File: src/rtl/halflife_sequencer.sv
// Half-life sequencer: loads a count, then halves it once per period
// using bursts of single-cycle down strobes until it reaches zero.
module halflife_sequencer #(
  parameter int WIDTH    = 4,
  parameter int HLW      = 8,
  parameter int TICK_DIV = 1000
) (
  input  logic             clk,
  input  logic             reset,
  input  logic             start,
  input  logic             abort,
  input  logic [WIDTH-1:0] init_val,
  input  logic [HLW-1:0]   half_life,
  output logic             cnt_load,
  output logic [WIDTH-1:0] cnt_load_val,
  output logic             cnt_down,
  output logic [WIDTH-1:0] cur_val,
  output logic [3:0]       halvings,
  output logic             busy,
  output logic             done
);

  localparam int PW = (TICK_DIV > 1) ? $clog2(TICK_DIV) : 1;
  localparam logic [PW-1:0] PMAX = PW'(TICK_DIV - 1);

  typedef enum logic [2:0] {
    S_IDLE,
    S_LOAD,
    S_WAIT,
    S_STEP,
    S_DONE
  } state_t;

  state_t           state_q, state_d;
  logic [WIDTH-1:0] init_q, init_d;
  logic [HLW-1:0]   hl_q, hl_d;
  logic [WIDTH-1:0] cur_q, cur_d;
  logic [WIDTH-1:0] tgt_q, tgt_d;
  logic [3:0]       halv_q, halv_d;
  logic [PW-1:0]    presc_q, presc_d;
  logic [HLW-1:0]   per_q, per_d;
  logic [WIDTH-1:0] dec;

  assign dec = cur_q - WIDTH'(1);

  always_comb begin
    state_d = state_q;
    init_d  = init_q;
    hl_d    = hl_q;
    cur_d   = cur_q;
    tgt_d   = tgt_q;
    halv_d  = halv_q;
    presc_d = presc_q;
    per_d   = per_q;
    unique case (state_q)
      S_IDLE: begin
        if (start && !abort) begin
          state_d = S_LOAD;
          init_d  = init_val;
          hl_d    = (half_life == '0) ? HLW'(1) : half_life;
          halv_d  = '0;
        end
      end
      S_LOAD: begin
        cur_d   = init_q;
        presc_d = '0;
        per_d   = '0;
        state_d = (init_q == '0) ? S_DONE : S_WAIT;
      end
      S_WAIT: begin
        if (presc_q == PMAX) begin
          presc_d = '0;
          per_d   = per_q + HLW'(1);
          if (per_q == hl_q - HLW'(1)) begin
            state_d = S_STEP;
            tgt_d   = cur_q >> 1;
          end
        end else begin
          presc_d = presc_q + PW'(1);
        end
      end
      S_STEP: begin
        if (cur_q != tgt_q) begin
          cur_d = dec;
          // last pulse of the burst closes out this half-life
          if (dec == tgt_q) begin
            halv_d  = (halv_q == 4'hF) ? halv_q : halv_q + 4'd1;
            presc_d = '0;
            per_d   = '0;
            state_d = (dec == '0) ? S_DONE : S_WAIT;
          end
        end else begin
          presc_d = '0;
          per_d   = '0;
          state_d = S_WAIT;
        end
      end
      S_DONE:  state_d = S_IDLE;
      default: state_d = S_IDLE;
    endcase
    if (abort && state_q != S_IDLE) state_d = S_IDLE;
  end

  always_ff @(posedge clk) begin
    if (reset) begin
      state_q <= S_IDLE;
      init_q  <= '0;
      hl_q    <= '0;
      cur_q   <= '0;
      tgt_q   <= '0;
      halv_q  <= '0;
      presc_q <= '0;
      per_q   <= '0;
    end else begin
      state_q <= state_d;
      init_q  <= init_d;
      hl_q    <= hl_d;
      cur_q   <= cur_d;
      tgt_q   <= tgt_d;
      halv_q  <= halv_d;
      presc_q <= presc_d;
      per_q   <= per_d;
    end
  end

  assign cnt_load     = (state_q == S_LOAD);
  assign cnt_load_val = (state_q == S_LOAD) ? init_q : '0;
  assign cnt_down     = (state_q == S_STEP) && (cur_q != tgt_q);
  assign cur_val      = cur_q;
  assign halvings     = halv_q;
  assign busy         = (state_q != S_IDLE);
  assign done         = (state_q == S_DONE);

endmodule

File: config.mk
export PLATFORM = sky130hd
export DESIGN_NAME = halflife_sequencer
export DESIGN_NICKNAME = d
export VERILOG_FILES = /design/src/rtl/halflife_sequencer.sv
export SDC_FILE = /design/constraint.sdc
export NUM_CORES = 1
export LEC_CHECK = 0
export BUFFER_PORTS_ARGS = -buffer_cell sky130_fd_sc_hd__clkbuf_2
export CAP_MARGIN = 20
export CORE_MARGIN = 8
export CORE_UTILIZATION = 35
export CTS_CLUSTER_DIAMETER = 200
export DETAILED_ROUTE_END_ITERATION = 8
export PLACE_DENSITY_LB_ADDON = 0.2
export SLEW_MARGIN = 25
export SYNTH_ARGS = -nofsm -noshare
export SYNTH_HDL_FRONTEND = slang
export SYNTH_SLANG_ARGS = --single-unit
File: constraint.sdc
create_clock -name clk -period 4.3 [get_ports clk]
set_input_delay 0.86 -clock clk [delete_from_list [all_inputs] [get_ports clk]]
set_output_delay 0.86 -clock clk [all_outputs]
set_load 0.02 [all_outputs]
# ---- Word level (Yosys, flattened, before mapping)
# Index checks and enable logic that the tools add are counted.
dict set report word_totals {
  ff_bits 44
  inputBits 16
  elab_cells 74
}
dict set report classes {
  add_sub_neg 5
  eq_ne 16
  mux 25
  reduce_logical 20
}
# cell count
set op_table {}
lappend op_table {{two-way mux 8 bit} 4}
lappend op_table {{two-way mux 10 bit} 3}
lappend op_table {{one-hot mux 10 bit (3 select lines)} 1}
lappend op_table {{two-way mux 4 bit} 6}
lappend op_table {{one-hot mux 8 bit (3 select lines)} 1}
lappend op_table {{two-way mux 3 bit} 7}
lappend op_table {{one-hot mux 4 bit (2 select lines)} 2}
lappend op_table {{!= test 2 bit, second input constant} 6}
lappend op_table {{one-hot mux 3 bit (4 select lines)} 1}
lappend op_table {{adder 10 x 1 -> 10 bit, second input constant} 1}
lappend op_table {{== test 10 bit, second input constant} 1}
lappend op_table {{adder 8 x 1 -> 8 bit, second input constant} 1}
lappend op_table {{== test 8 bit} 1}
lappend op_table {{logical NOT 4 bit} 2}
lappend op_table {{logical NOT 8 bit} 1}
lappend op_table {{subtractor 8 x 1 -> 8 bit, second input constant} 1}
lappend op_table {{== test 3 x 2 -> 1 bit, second input constant} 2}
lappend op_table {{AND reduction 2 bit} 3}
lappend op_table {{AND reduction 3 bit} 2}
lappend op_table {{nonzero test 3 bit} 2}
lappend op_table {{AND reduction 5 bit} 1}
lappend op_table {{adder 4 x 1 -> 4 bit, second input constant} 1}
lappend op_table {{== test 4 x 3 -> 1 bit} 1}
lappend op_table {{== test 4 bit, second input constant} 1}
lappend op_table {{other kinds (11)} 14}

# ---- Depth between registers and ports, before layout
dict set report depth {
  word_depth 6
  depth_mapped 10
}

# ---- Least setup slack after synthesis
# Ideal clock, no wire load.
dict set report synth_path {
  path_kind {register to register}
  start {reg cur_q[0] (netlist: cur_val[0])}
  end {reg per_q[5]}
  arrival_time_ps 2453
  required_ps 4230
  setup_slack_ps 1777
  stages_incl_launch_ff 10
  cell_sequence {dfxtp_1 > inv_1 > ha_1 > xnor2_1 > nor4b_2 > o311ai_1 > buf_2 > a21o_1 > or4_1 > a21oi_1}
}
dict set report synth_between {
  elab_chain_cells 4
  elab_cells_between_ends 7
}
# element line
set synth_rtl {}
lappend synth_rtl {{start, declared} 37} ;# logic [WIDTH-1:0] cur_q, cur_d;
lappend synth_rtl {{start signal, assigned} 118} ;# cur_q <= cur_d;
lappend synth_rtl {{subtractor 4 x 1 -> 4 bit} 44} ;# assign dec = cur_q - WIDTH'(1);
lappend synth_rtl {{== test 4 x 3 -> 1 bit} 86} ;# if (dec == tgt_q) begin
lappend synth_rtl {{!= test 3 bit (no line)} --}
lappend synth_rtl {{AND reduction 3 bit (no line)} --}
lappend synth_rtl {{end signal, assigned} 122} ;# per_q <= per_d;
lappend synth_rtl {{end, declared} 41} ;# logic [HLW-1:0] per_q, per_d;
# Several ways; a longest one is shown, not always the timed one.
# A chain may end at the register's enable or synchronous reset.

# ---- Final worst setup path
dict set report layout_path {
  start {reg state_q[1]}
  end {out cnt_down}
}
dict set report layout_between {
  elab_chain_cells 2
}
# element line
set layout_rtl {}
lappend layout_rtl {{start, declared} 34} ;# state_t state_q, state_d;
lappend layout_rtl {{start signal, assigned} 115} ;# state_q <= state_d;
lappend layout_rtl {{== test 3 x 2 -> 1 bit} 128} ;# assign cnt_down = (state_q == S_STEP) && (cur_q != tgt_q);
lappend layout_rtl {{logical AND 1 bit} 128}
lappend layout_rtl {{end, declared} 16} ;# output logic cnt_down,
# No other way between the ends.

==> results_dict.tcl <==
set metrics [dict create \
    synthArstFlopShare 0 \
    num-fill-cells 764 \
    cts_setup_buffers 0 \
    antenna_cells 0 \
    drtIter0Drc 91 \
    drc 0 \
    fin_area_mm2 0.00285 \
    synth_cell_types 46 \
    antenna_found_initial 0 \
    tightestPinTransition_ns 0.744 \
    path_class "reg2out" \
    cts_max_level 2 \
    yosysTopAreaCell "dfxtp_1" \
    drv_slew 0 \
    post_dp_cell_area_mm2 0.00276 \
    numPortBuffers 31 \
    grt_usage 0.124 \
    vias 2289 \
    post_cts_resized 0 \
    maxCapViolations 0 \
    overflow 0 \
    die_h_um 101 \
    rsz0062_at_grt "false" \
    rr_worst_depth 9 \
    ys_ff_latch 44 \
    setup.worst_path.start_class "flip-flop" \
    synth_area_mm2 0.00254 \
    p_leak_nw 1.06 \
    postCtsHoldBufs 0 \
    final_core_util 0.400 \
    num_io_pins 32 \
    peakVddDrop_mv 0.128 \
    start_util 0.356 \
    drive_gt1_frac 0.144 \
    preCtsSetupSlack_ns 1.63 \
    vias_per_cell 5.13 \
    hold_path_class "reg2reg" \
    required_ns 3.44 \
    clk_path_buf_depth 2 \
    nets 368 \
    hold_viol 0 \
    place.gp.congestion 0.781 \
    skew_ns 0.00629 \
    finalSetupViolCount 0 \
    grt_pass1_vias 2227 \
    cts.sinks 44 \
    yosys_warnings 0 \
    crit_arrival_ns 2.00 \
    finalWorstSetupSlack_ns 1.44 \
    cts_tree "done" \
    worstSetupEndpointType "primary output" \
    netlist_instances 322 \
    slew_headroom 0.499 \
    synth_flop_cell "dfxtp_1" \
    fin_setup_tns_ns 0 \
    fp-row-count 31 \
    fmax_mhz 349 \
    core_mm2 0.00714 \
    synthTopCellsByArea "dfxtp_1 (35%), a21oi_1 (7.3%), nand2_1 (5.8%)" \
    die_x_um 101 \
    period_minus_slack_ns 2.86 \
    status "complete, no violations" \
    dieArea_mm2 0.0102 \
    crit_path_max_fanout 11 \
    syn_nets 344 \
    cts_root_buf "clkbuf_8" \
    power_density_mw_per_mm2 288 \
    grt_start_max_net_pins 30 \
    clkTransAtPathRegs_ns 0.08 \
    synth_top_area_frac 0.347 \
    place_hpwl_um 4530 \
    finalCritPeriodShare 0.666 \
    first_pass_iters 4 \
    yosysSeqAreaShare 0.347 \
    synth_edf_count 0 \
    r2r_slack_ns 1.60 \
    totalWireLength_um 6090 \
    holdPathStages 2 \
    routedWlPerCell_um 13.7 \
    postSynthAreaPerCell_um2 7.88 \
    numCtsBuffers 5 \
    area.growth.synth_to_final_pct 12.4 \
    postRouteAntennaNets 0 \
    clock_latency_ns 0.30 \
    grt_pass1_wl_um 10300 \
]
-- Yosys cell counts, types with 2 or more instances --
cell type   n
a211oi_1    6
a21o_1      3
a21oi_1    37
and2_1      6
and3_1      4
clkbuf_1   13
dfxtp_1    44
ha_1        6
inv_1       8
mux2i_1     2
nand2_1    39
nand2b_1    8
nand3_1    11
nand3b_1    2
nand4_1     7
nand4b_1    2
nor2_1     23
nor2b_1     2
nor3_1      7
nor3b_1     5
nor4_1      5
o211ai_1    2
o21ai_0    13
o311a_1     3
o31ai_1     6
or2_2       5
or3_1       6
or4_1       8
xnor2_1    12
xor2_1     11
-- worst max-delay path, stage by stage (launching register included) --
cell      delay [ns]
dfxtp_1         0.51
nor2b_1         0.26
nand2_1         0.20
or2_2           0.40
inv_1           0.14
clkbuf_2        0.19
-- stage by stage --
| step | power (mW) | hold WS, ns | cells |
|---|---|---|---|
| after floorplan | 0.529 | 0.441 | 322 |
| after global placement | 0.557 | 0.452 | 438 |
| after detailed placement | 0.559 | 0.455 | 438 |
| after CTS | 0.834 | 0.467 | 446 |
| after global routing | 0.869 | 0.487 | 446 |
| final | 0.823 | 0.466 | 446 |
-- sequential cells by signal, summed over array words and instances (netlist names) --
name,flops
cur_val,4
halvings,4
hl_q,8
init_q,4
per_q,8
presc_q,10
state_q,3
tgt_q,3
-- report_power, final --
group	switching, mW	leakage (nW)	internal, mW
sequential	0.0142	0.356	0.417
combinational	0.0733	0.661	0.0451
clock	0.141	0.0455	0.131
-- per-layer routing --
layer | up-vias | global-route usage | routed length, um
met5 | - | 0 | 0
met4 | 0 | 0.0275 | 52
met3 | 5 | 0.0316 | 345
met2 | 48 | 0.205 | 2780
met1 | 1037 | 0.156 | 2920
li1 | 1199 | - | -
-- placed cells by master (no fill, tap or decap), types with 2 or more instances in the layout --
master,instances
a211oi_1,6
a21o_1,3
a21oi_1,37
and2_1,6
and3_1,4
clkbuf_1,2
clkbuf_2,31
clkbuf_8,6
dfxtp_1,44
ha_1,6
inv_1,8
mux2i_1,2
nand2_1,39
nand2b_1,8
nand3_1,11
nand3b_1,2
nand4_1,7
nand4b_1,2
nor2_1,22
nor2_2,2
nor2b_1,2
nor3_1,7
nor3b_1,5
nor4_1,5
o211ai_1,2
o21ai_0,13
o311a_1,3
o31ai_1,6
or2_2,5
or3_1,6
or4_1,8
xnor2_1,12
xor2_1,11
-- logic make-up after synthesis --
group / count (synthesis) / synth area share
AO/OA/AOI/OAI: 78 / 0.186
XOR/XNOR: 23 / 0.0793
adder cells (fa/ha/maj): 6 / 0.0296
buffers and inverters: 23 / 0.0375
flip-flops: 44 / 0.347
multiplexers: 3 / 0.0123
AND/OR/NAND/NOR: 145 / 0.309
-- path summary, 6_finish.rpt --
check,from,end
hold reg to reg,init_q[0],init_q[0]
hold / removal,init_q[0],init_q[0]
setup / recovery,state_q[1],cnt_down
setup reg to reg,cur_val[1],presc_q[6]
-- cell type report --
type | instances | area (um^2) | area share
Multi-Input combinational cell | 255 | 1570 | 0.549
Sequential cell | 44 | 881 | 0.309
Timing Repair Buffer | 32 | 163 | 0.0570
Tap cell | 99 | 124 | 0.0434
Clock buffer | 8 | 90.1 | 0.0316
Inverter | 8 | 30.0 | 0.0105
Power figures use the tool's default switching activity.
